==> src/rtl/csr_bridge_pkg.sv <==
// Shared constants and state encoding for the byte-stream to CSR bridge.
// Latency: n/a (package only).
// Backpressure: n/a (package only).
package csr_bridge_pkg;

    // Command opcodes carried in the first byte of every frame
    localparam logic [7:0] OP_WRITE = 8'h57;
    localparam logic [7:0] OP_READ  = 8'h52;

    // Single-byte status responses
    localparam logic [7:0] RSP_ACK  = 8'h06;
    localparam logic [7:0] RSP_NAK  = 8'h15;

    typedef enum logic [2:0] {
        ST_IDLE,
        ST_ADDR,
        ST_DATA,
        ST_WR,
        ST_RD_WAIT,
        ST_RD_CAP,
        ST_RESP
    } state_t;

endpackage

==> src/rtl/csr_cmd_bridge.sv <==
// Parses write/read command frames from a byte stream, drives the CSR bus, returns ACK/NAK or 4 read bytes.
// Latency: write ACK 2 cycles after last data byte; read data 3 cycles after last address byte; NAK next cycle.
// Backpressure: in_ready low outside IDLE/ADDR/DATA; response byte held stable until out_ready.
// Optional: define CSR_BRIDGE_TIMEOUT_EN to drop frames stalled for TIMEOUT_CYCLES idle cycles.
module csr_cmd_bridge
    import csr_bridge_pkg::*;
#(
    parameter int TIMEOUT_CYCLES = 1000
) (
    input  logic        clk,
    input  logic        rst,
    input  logic [7:0]  in_data,
    input  logic        in_valid,
    output logic        in_ready,
    output logic [7:0]  out_data,
    output logic        out_valid,
    input  logic        out_ready,
    output logic [31:0] csr_addr,
    output logic [31:0] csr_wdata,
    output logic        csr_write,
    input  logic [31:0] csr_rdata
);

    state_t      state;
    state_t      state_nxt;
    logic [1:0]  byte_cnt;
    logic        is_wr;
    logic [31:0] addr_sr;
    logic [31:0] data_sr;
    logic [23:0] rsp_sr;
    logic [1:0]  rsp_left;
    logic        in_acc;
    logic        out_acc;
    logic        tmo_hit;

    assign in_ready = (state == ST_IDLE) || (state == ST_ADDR) || (state == ST_DATA);
    assign in_acc   = in_valid && in_ready;
    assign out_acc  = out_valid && out_ready;

    // Parameter sanity marker: an illegal TIMEOUT_CYCLES (< 2) leaves this block in the hierarchy
    if (TIMEOUT_CYCLES < 2) begin : g_timeout_cfg_illegal
    end

`ifdef CSR_BRIDGE_TIMEOUT_EN
    localparam int TMO_W = $clog2(TIMEOUT_CYCLES + 1);

    logic [TMO_W-1:0] tmo_cnt;

    // Inter-byte idle counter: runs only while a frame is being collected
    always_ff @(posedge clk) begin
        if (!rst) begin
            tmo_cnt <= '0;
        end else if ((state == ST_ADDR || state == ST_DATA) && !in_acc && !tmo_hit) begin
            tmo_cnt <= tmo_cnt + 1'b1;
        end else begin
            tmo_cnt <= '0;
        end
    end

    // Fires on the idle cycle that would bring the count to TIMEOUT_CYCLES
    assign tmo_hit = (state == ST_ADDR || state == ST_DATA) && !in_acc &&
                     (tmo_cnt == TMO_W'(TIMEOUT_CYCLES - 1));
`else
    assign tmo_hit = 1'b0;
`endif

    // State register
    always_ff @(posedge clk) begin
        if (!rst) begin
            state <= ST_IDLE;
        end else begin
            state <= state_nxt;
        end
    end

    // Next-state decode for the frame parser and response serializer
    always_comb begin
        state_nxt = state;
        case (state)
            ST_IDLE: begin
                if (in_acc) begin
                    if (in_data == OP_WRITE || in_data == OP_READ) begin
                        state_nxt = ST_ADDR;
                    end else begin
                        state_nxt = ST_RESP;
                    end
                end
            end
            ST_ADDR: begin
                if (tmo_hit) begin
                    state_nxt = ST_RESP;
                end else if (in_acc && byte_cnt == 2'd3) begin
                    state_nxt = is_wr ? ST_DATA : ST_RD_WAIT;
                end
            end
            ST_DATA: begin
                if (tmo_hit) begin
                    state_nxt = ST_RESP;
                end else if (in_acc && byte_cnt == 2'd3) begin
                    state_nxt = ST_WR;
                end
            end
            ST_WR:      state_nxt = ST_RESP;
            ST_RD_WAIT: state_nxt = ST_RD_CAP;
            ST_RD_CAP:  state_nxt = ST_RESP;
            ST_RESP: begin
                if (out_acc && rsp_left == 2'd0) begin
                    state_nxt = ST_IDLE;
                end
            end
            default:    state_nxt = ST_IDLE;
        endcase
    end

    // Field shift registers, CSR bus registers and response byte register.
    // Write frames commit address and data together on the last data byte so a
    // truncated write never moves csr_addr; read frames commit on the last address byte.
    always_ff @(posedge clk) begin
        if (!rst) begin
            byte_cnt  <= 2'd0;
            is_wr     <= 1'b0;
            addr_sr   <= '0;
            data_sr   <= '0;
            rsp_sr    <= '0;
            rsp_left  <= 2'd0;
            csr_addr  <= '0;
            csr_wdata <= '0;
            csr_write <= 1'b0;
            out_valid <= 1'b0;
            out_data  <= 8'h00;
        end else begin
            csr_write <= 1'b0;
            case (state)
                ST_IDLE: begin
                    if (in_acc) begin
                        byte_cnt <= 2'd0;
                        is_wr    <= (in_data == OP_WRITE);
                        if (in_data != OP_WRITE && in_data != OP_READ) begin
                            out_valid <= 1'b1;
                            out_data  <= RSP_NAK;
                            rsp_left  <= 2'd0;
                        end
                    end
                end
                ST_ADDR: begin
                    if (tmo_hit) begin
                        byte_cnt  <= 2'd0;
                        out_valid <= 1'b1;
                        out_data  <= RSP_NAK;
                        rsp_left  <= 2'd0;
                    end else if (in_acc) begin
                        addr_sr  <= {addr_sr[23:0], in_data};
                        byte_cnt <= byte_cnt + 2'd1;
                        if (byte_cnt == 2'd3 && !is_wr) begin
                            csr_addr <= {addr_sr[23:0], in_data};
                        end
                    end
                end
                ST_DATA: begin
                    if (tmo_hit) begin
                        byte_cnt  <= 2'd0;
                        out_valid <= 1'b1;
                        out_data  <= RSP_NAK;
                        rsp_left  <= 2'd0;
                    end else if (in_acc) begin
                        data_sr  <= {data_sr[23:0], in_data};
                        byte_cnt <= byte_cnt + 2'd1;
                        if (byte_cnt == 2'd3) begin
                            csr_addr  <= addr_sr;
                            csr_wdata <= {data_sr[23:0], in_data};
                            csr_write <= 1'b1;
                        end
                    end
                end
                ST_WR: begin
                    out_valid <= 1'b1;
                    out_data  <= RSP_ACK;
                    rsp_left  <= 2'd0;
                end
                ST_RD_CAP: begin
                    out_valid <= 1'b1;
                    out_data  <= csr_rdata[31:24];
                    rsp_sr    <= csr_rdata[23:0];
                    rsp_left  <= 2'd3;
                end
                ST_RESP: begin
                    if (out_acc) begin
                        if (rsp_left == 2'd0) begin
                            out_valid <= 1'b0;
                        end else begin
                            out_data <= rsp_sr[23:16];
                            rsp_sr   <= {rsp_sr[15:0], 8'h00};
                            rsp_left <= rsp_left - 2'd1;
                        end
                    end
                end
                default: begin
                end
            endcase
        end
    end

endmodule

==> config.mk <==
export PLATFORM = sky130hd
export DESIGN_NAME = csr_cmd_bridge
export DESIGN_NICKNAME = d
export VERILOG_FILES = /design/src/rtl/csr_bridge_pkg.sv /design/src/rtl/csr_cmd_bridge.sv
export SDC_FILE = /design/constraint.sdc
export NUM_CORES = 1
export LEC_CHECK = 0
export BUFFER_PORTS_ARGS = -buffer_cell sky130_fd_sc_hd__clkbuf_2
export CORE_MARGIN = 2
export CORE_UTILIZATION = 55
export CTS_BUF_LIST = sky130_fd_sc_hd__clkbuf_4 sky130_fd_sc_hd__clkbuf_8 sky130_fd_sc_hd__clkbuf_16
export CTS_CLUSTER_SIZE = 10
export DETAILED_ROUTE_END_ITERATION = 10
export HOLD_SLACK_MARGIN = 0.05
export PLACE_DENSITY = 0.78
export SYNTH_ARGS = -nofsm -noshare
export SYNTH_HDL_FRONTEND = slang
export SYNTH_SLANG_ARGS = --single-unit
==> constraint.sdc <==
create_clock -name clk -period 1.68 [get_ports clk]
set_input_delay 0 -clock clk [delete_from_list [all_inputs] [get_ports clk]]
set_output_delay 0 -clock clk [all_outputs]
set_load 0.005 [all_outputs]
==> flow_summary.json, run 1 <==
{
  "period_minus_slack_ps": 1620,
  "track_usage_pct": 25.2,
  "viasPerCell": 5.38,
  "holdWs_ps": 66.8,
  "start_kind": "register",
  "top_layer_used": "met4",
  "yosys-top-cells-area": "dfxtp_1 47%, nand2_1 14%, a21boi_1 9.4%",
  "synthToLayoutAreaGrowth_pct": 30.6,
  "grt_pass1_wl_mm": 26.8,
  "finalSetupViolations": 0,
  "totalWireLength_mm": 17.4,
  "path_clk_slew_ps": 60,
  "fmax_ghz": 0.617,
  "fp.dieW_um": 116,
  "tightest_slew_ps": 327,
  "grt_pass1_vias": 5605,
  "cts_tree": "yes",
  "finalWorstSetupSlack_ps": 58.2,
  "io_pins": 119,
  "netlist_area_sq_mm": 0.00693,
  "drtPass1Iterations": 5,
  "hold_viol_final": 0,
  "place_area_sq_mm": 0.00786,
  "fillers": 888,
  "synth.largest_area_cell": "dfxtp_1",
  "critPathCaptureType": "register",
  "met1Wirelength_mm": 7.50,
  "drc": 0,
  "wl_per_cell_um": 15.2,
  "n_antenna_cell": 0,
  "synthArstFlopShare_pct": 0,
  "crit_arrival_ps": 1960,
  "status": "completed",
  "rsz0062_at_grt": "false",
  "synth_seq_cells": 162,
  "drtIter0Drc": 369,
  "drive_gt1_share_pct": 21.9,
  "routed-wl-met3_mm": 1.01,
  "dpl.hpwl_mm": 10.1,
  "final_util_pct": 72.6,
  "overflow": 0,
  "io_buffers": 118,
  "numCtsBuffers": 17,
  "grt_max_degree": 72,
  "ys_types": 49,
  "maxSlewViolCount": 0,
  "syn_inst": 801,
  "cts-root-buf": "clkbuf_16",
  "num_rows": 41,
  "power_density_mw_per_mm2": 1230,
  "maxCapViolations": 0,
  "fin_nets": 1001,
  "core_sq_mm": 0.0125,
  "yosysSeqAreaShare_pct": 46.8,
  "clock_latency_ps": 430,
  "synth_top_cell_area_share_pct": 46.8,
  "cts_buffer_depth": 2,
  "synth_fp_nets": 847,
  "preCtsSetupSlack_ps": -40.2,
  "via_count": 6136,
  "route.met2.wl_mm": 8.50,
  "clock_sinks": 162,
  "avgSynthCellArea_sq_um": 8.65,
  "die-height_um": 116,
  "synth_edf_count": 0,
  "gp_congestion": 0.838,
  "hp-class": "input port to register",
  "antenna_found_initial": 0,
  "critical_path_class": "register to register",
  "drtAntennaViolNets": 0,
  "crit_fanout": 10,
  "worstPathRequired_ps": 2020,
  "initial_core_util_pct": 55.6,
  "ir_drop_mv": 0.748,
  "yosysWarnings": 0,
  "p_leak_nw": 4.11,
  "cts_setup_buffers": 0,
  "fin_skew_ps": 5.63,
  "ys.flop_type": "dfxtp_1",
  "design.die.area_sq_mm": 0.0135,
  "maxSlewHeadroom_pct": 78.2,
  "final_area_sq_mm": 0.00905,
  "fin_crit_sh_pct": 96.5,
  "htreeDepth": 4
}
==> cells in the final DEF, fill, tap and decap left out, types with 2 or more instances in the layout <==
master,netlist,routed
xor2_1,2,2
and2_1,4,3
bufinv_16,0,5
nor2b_1,5,4
o21ai_0,11,11
o21ai_1,2,2
dfxtp_2,0,2
o211a_1,49,49
inv_1,5,5
nand2_2,2,2
nand2b_1,2,2
clkinv_2,0,3
buf_6,3,3
nand3_1,43,43
clkbuf_2,0,117
and3_1,3,2
o22ai_1,4,4
a21o_1,2,2
clkbuf_16,0,20
a21boi_0,10,9
a31oi_1,2,2
dlygate4sd3_1,0,40
or4_1,2,2
mux2i_1,42,39
a22o_1,4,4
dfxtp_1,162,159
mux2i_2,0,2
buf_4,8,27
nor2_1,6,5
nand2_1,261,261
buf_12,0,11
a21oi_1,3,3
clkbuf_4,0,4
a21boi_1,87,88
==> repair_timing <==
item                       in CTS  in global routing
cloned                          0                  3
pin swaps                       0                  0
hold buffers                   40                  0
gates resized for setup         4                 15
hold endpoints to repair       63                  0
setup endpoints to repair      61                 43
==> logic make-up (layout without fill, tap and decap cells) <==
logic type,count (synthesis),count (layout),share of synthesized area [%]
flip-flops,162,162,46.8
AO/OA/AOI/OAI,184,184,21.2
multiplexers,42,42,6.06
XOR/XNOR,2,2,0.253
buffers and inverters,72,239,5.02
adder cells (fa/ha/maj),2,2,0.361
AND/OR/NAND/NOR,337,337,20.3
==> cells in the mapped netlist, types with 2 or more instances <==
cell,instances
nand2_1,261
dfxtp_1,162
a21boi_1,87
o211a_1,49
nand3_1,43
mux2i_1,42
clkbuf_1,33
buf_2,20
o21ai_0,11
a21boi_0,10
buf_4,8
nor2_1,6
inv_1,5
nor2b_1,5
a22o_1,4
and2_1,4
o22ai_1,4
a21oi_1,3
and3_1,3
buf_6,3
a21o_1,2
a31oi_1,2
buf_1,2
ha_1,2
nand2_2,2
nand2b_1,2
o21ai_1,2
or4_1,2
xor2_1,2
==> routing by layer <==
metal | up-vias | global-route usage (%)
li1 | 3032 | -
met4 | 0 | 9.37
met5 | - | 0
met3 | 27 | 5.60
met2 | 210 | 42.1
met1 | 2867 | 32.2
==> layout make-up <==
type / count / area, sq um / area share [%]
flip-flops and latches: 162 / 3250 / 35.9
repair buffers: 201 / 1520 / 16.8
multi-input cells: 567 / 3400 / 37.5
inverters: 6 / 22.5 / 0.249
clock buffers: 22 / 469 / 5.18
well taps: 172 / 215 / 2.38
clock inverters: 10 / 181 / 2.00
==> worst paths after layout <==
kind / startpoint / slack [ps] / to / cells past startpoint
hold / removal: csr_rdata[24] / 70 / out_data[0] / 4
hold reg to reg: addr_sr[28] / 450 / addr_sr[28] / 2
setup / recovery: state[2] / 60 / out_data[3] / 4
setup reg to reg: state[2] / 60 / out_data[3] / 4
==> power by group <==
group | total (mW) | internal [mW] | switching (mW)
clock | 4.26 | 2.74 | 1.52
combinational | 2.61 | 1.26 | 1.35
sequential | 4.28 | 4.07 | 0.208
total | 11.1 | 8.07 | 3.08
==> through the flow <==
| step | cells | setup TNS [ps] | total power [mW] |
|---|---|---|---|
| floorplan | 801 | 0 | 5.87 |
| global placement | 1065 | 0 | 6.67 |
| detailed placement | 1065 | -170 | 6.70 |
| CTS | 1137 | 0 | 11.1 |
| global route | 1140 | 0 | 11.6 |
| finish | 1140 | 0 | 11.1 |
==> sequential cells by signal, summed over array words and instances, names as in the netlist <==
signal	cells
data_sr	24
csr_wdata	32
csr_write	1
byte_cnt	2
rsp_sr	24
is_wr	1
rsp_left	2
out_data	8
out_valid	1
addr_sr	32
csr_addr	32
state	3
==> critical path: stages (launching register included) <==
cell and delay (ps):
dfxtp_2 360, or4_1 520, o21a_2 240, nand2_4 170
mux2i_1 240
(Power assumes the default switching activity.)
==> inputs of run 2 (changes only) <==
Settings changed: CTS_BUF_LIST sky130_fd_sc_hd__clkbuf_4 sky130_fd_sc_hd__clkbuf_8 sky130_fd_sc_hd__clkbuf_16 to sky130_fd_sc_hd__clkbuf_2 sky130_fd_sc_hd__clkbuf_4 sky130_fd_sc_hd__clkbuf_8.
==> run 2 against run 1 <==
Against the previous run: sequential share of layout area is 0.74 points higher; critical path depth up 3; global-route usage fell by 0.47 points; highest routed layer unchanged; sequential power hardly changed; cell count increased by 0.18%; utilization fell by 1.5 points; wire length fell by 3.4%; critical path type unchanged; clock power down 24%; setup slack better by 15 ps.
==> flow_summary.json, run 2 (synthesis gave the netlist of run 1 again) <==
{
  "status": "completed",
  "tightest_slew_ps": 312,
  "ir_drop_mv": 0.640,
  "io_pins": 119,
  "final_area_sq_mm": 0.00887,
  "io_buffers": 118,
  "crit_arrival_ps": 1960,
  "drtAntennaViolNets": 0,
  "fin_crit_sh_pct": 95.7,
  "preCtsSetupSlack_ps": -40.2,
  "clock_latency_ps": 450,
  "num_rows": 41,
  "rsz0062_at_grt": "false",
  "drtIter0Drc": 419,
  "gp_congestion": 0.838,
  "place_area_sq_mm": 0.00786,
  "reg2regPathDepth": 7,
  "startpoint": "rsp_left[0]",
  "design.die.area_sq_mm": 0.0135,
  "max_stage_delay_ps": 370,
  "maxCapViolations": 0,
  "viasPerCell": 5.36,
  "finalSetupViolations": 0,
  "hp-class": "input port to register",
  "initial_core_util_pct": 55.6,
  "crit_cells": 7,
  "fp.dieW_um": 116,
  "fin_skew_ps": 7.57,
  "worstPathCellList": "inv_1 > ha_1 > o21ai_1 > and2_1 > buf_12 > nand3_1 > o211a_1",
  "crit_fanout": 32,
  "via_count": 6124,
  "antenna_found_initial": 0,
  "dpl.hpwl_mm": 10.1,
  "core_sq_mm": 0.0125,
  "p_leak_nw": 4.03,
  "grt_pass1_wl_mm": 26.4,
  "maxSlewViolCount": 0,
  "hold_viol_final": 0,
  "rrSetupSlack_ps": 70,
  "fillers": 946,
  "crit_buf_inv": 2,
  "numCtsBuffers": 17,
  "drive_gt1_share_pct": 21.8,
  "wl_per_cell_um": 14.7,
  "largestRegisters": "addr_sr (32), csr_addr (32), csr_wdata (32)",
  "crit_end": "rsp_sr[11]",
  "grt_pass1_vias": 5579,
  "post-place-cells": 1065,
  "worstPathRequired_ps": 2030,
  "clock_sinks": 162,
  "fin_nets": 1003,
  "drc": 0,
  "cts-root-buf": "clkbuf_8",
  "grt_max_degree": 72,
  "path_clk_slew_ps": 80,
  "n_antenna_cell": 0,
  "period_minus_slack_ps": 1610,
  "cp_slowest_cell": "dfxtp_1",
  "finalWorstSetupSlack_ps": 73.1,
  "critical_path_class": "register to register",
  "totalWireLength_mm": 16.8,
  "layout.cells.non_filler": 1142,
  "final_common_cell": "nand2_1",
  "track_usage_pct": 24.8,
  "power_mw": 10.1,
  "cts_buffer_depth": 2,
  "drtPass1Iterations": 4,
  "start_kind": "register",
  "crit-reg2reg-launch": "rsp_left[0]",
  "hold_depth": 4,
  "cts_tree": "yes",
  "power_density_mw_per_mm2": 1140,
  "r2r-end": "rsp_sr[11]",
  "synthToLayoutAreaGrowth_pct": 28.0,
  "crit_family": "flip-flops",
  "final_cell_mix": "261 x nand2_1, 159 x dfxtp_1, 117 x clkbuf_2",
  "fmax_ghz": 0.622,
  "htreeDepth": 4,
  "critPathCaptureType": "register",
  "maxSlewHeadroom_pct": 78.9,
  "die-height_um": 116,
  "overflow": 0,
  "fin_tns_setup_ps": 0
}
==> run 2: cell count changes in the layout (fill, tap and decap cells not counted), sizes merged <==
cell,before,now
dlygate4sd3,40,43
clkbuf,142,141
==> run 2: cell type report <==
class / count / area [sq um] / area share (%)
sequential: 162 / 3250 / 36.6
clock inverter: 10 / 181 / 2.05
clock buffer: 22 / 278 / 3.13
inverter: 6 / 22.5 / 0.254
multi-input combinational: 567 / 3400 / 38.3
timing repair buffer: 203 / 1520 / 17.2
tap: 172 / 215 / 2.43
==> run 2: metal layers <==
| metal | wire (um) | share of wire, % | global-route usage, % | vias up |
|---|---|---|---|---|
| li1 | - | - | - | 3042 |
| met1 | 7440 | 44 | 31.5 | 2898 |
| met4 | 193 | 1.2 | 7.22 | 0 |
| met3 | 857 | 5.1 | 6.69 | 17 |
| met5 | 0 | 0 | 0 | - |
| met2 | 8280 | 49 | 41.4 | 167 |
==> run 2: worst min-delay path by stage <==
| stage | start | end | slack (ps) |
|---|---|---|---|
| final | csr_rdata[4] | rsp_sr[4] | 340 |
| after global routing | csr_rdata[4] | rsp_sr[4] | 330 |
| after CTS | csr_rdata[6] | rsp_sr[6] | 300 |
| after detailed placement | csr_rdata[1] | rsp_sr[1] | 250 |
| after global placement | csr_rdata[3] | rsp_sr[3] | 250 |
| after floorplan | in_data[4] | data_sr[4] | 130 |
==> run 2: through the flow <==
| stage | util (%) | hold slack, ps |
|---|---|---|
| global placement | 63.1 | 250 |
| CTS | 70.3 | 301 |
| floorplan | - | 135 |
| detailed placement | 63.1 | 248 |
| finish | 71.2 | 340 |
| global route | 71.2 | 331 |
==> run 2: worst min-delay path: stages <==
cell	delay, ps
dlygate4sd3_1	530
clkbuf_2	110
nand3_1	60
a21boi_1	60
==> run 2: what timing repair did <==
action                                  4_1_cts  5_1_grt
pin swaps                                     0        0
cloned                                        0        2
resized for setup                             4       15
endpoints found under the setup margin       49       46
hold buffers                                 43        0
buffers inserted                              0        0
hold endpoints to repair                     67        0
==> run 2: power breakdown <==
group	total, mW	leakage [nW]	switching, mW	internal, mW
Clock	3.25	0.234	1.38	1.87
Sequential	4.27	1.31	0.208	4.07
Combinational	2.62	2.48	1.35	1.27
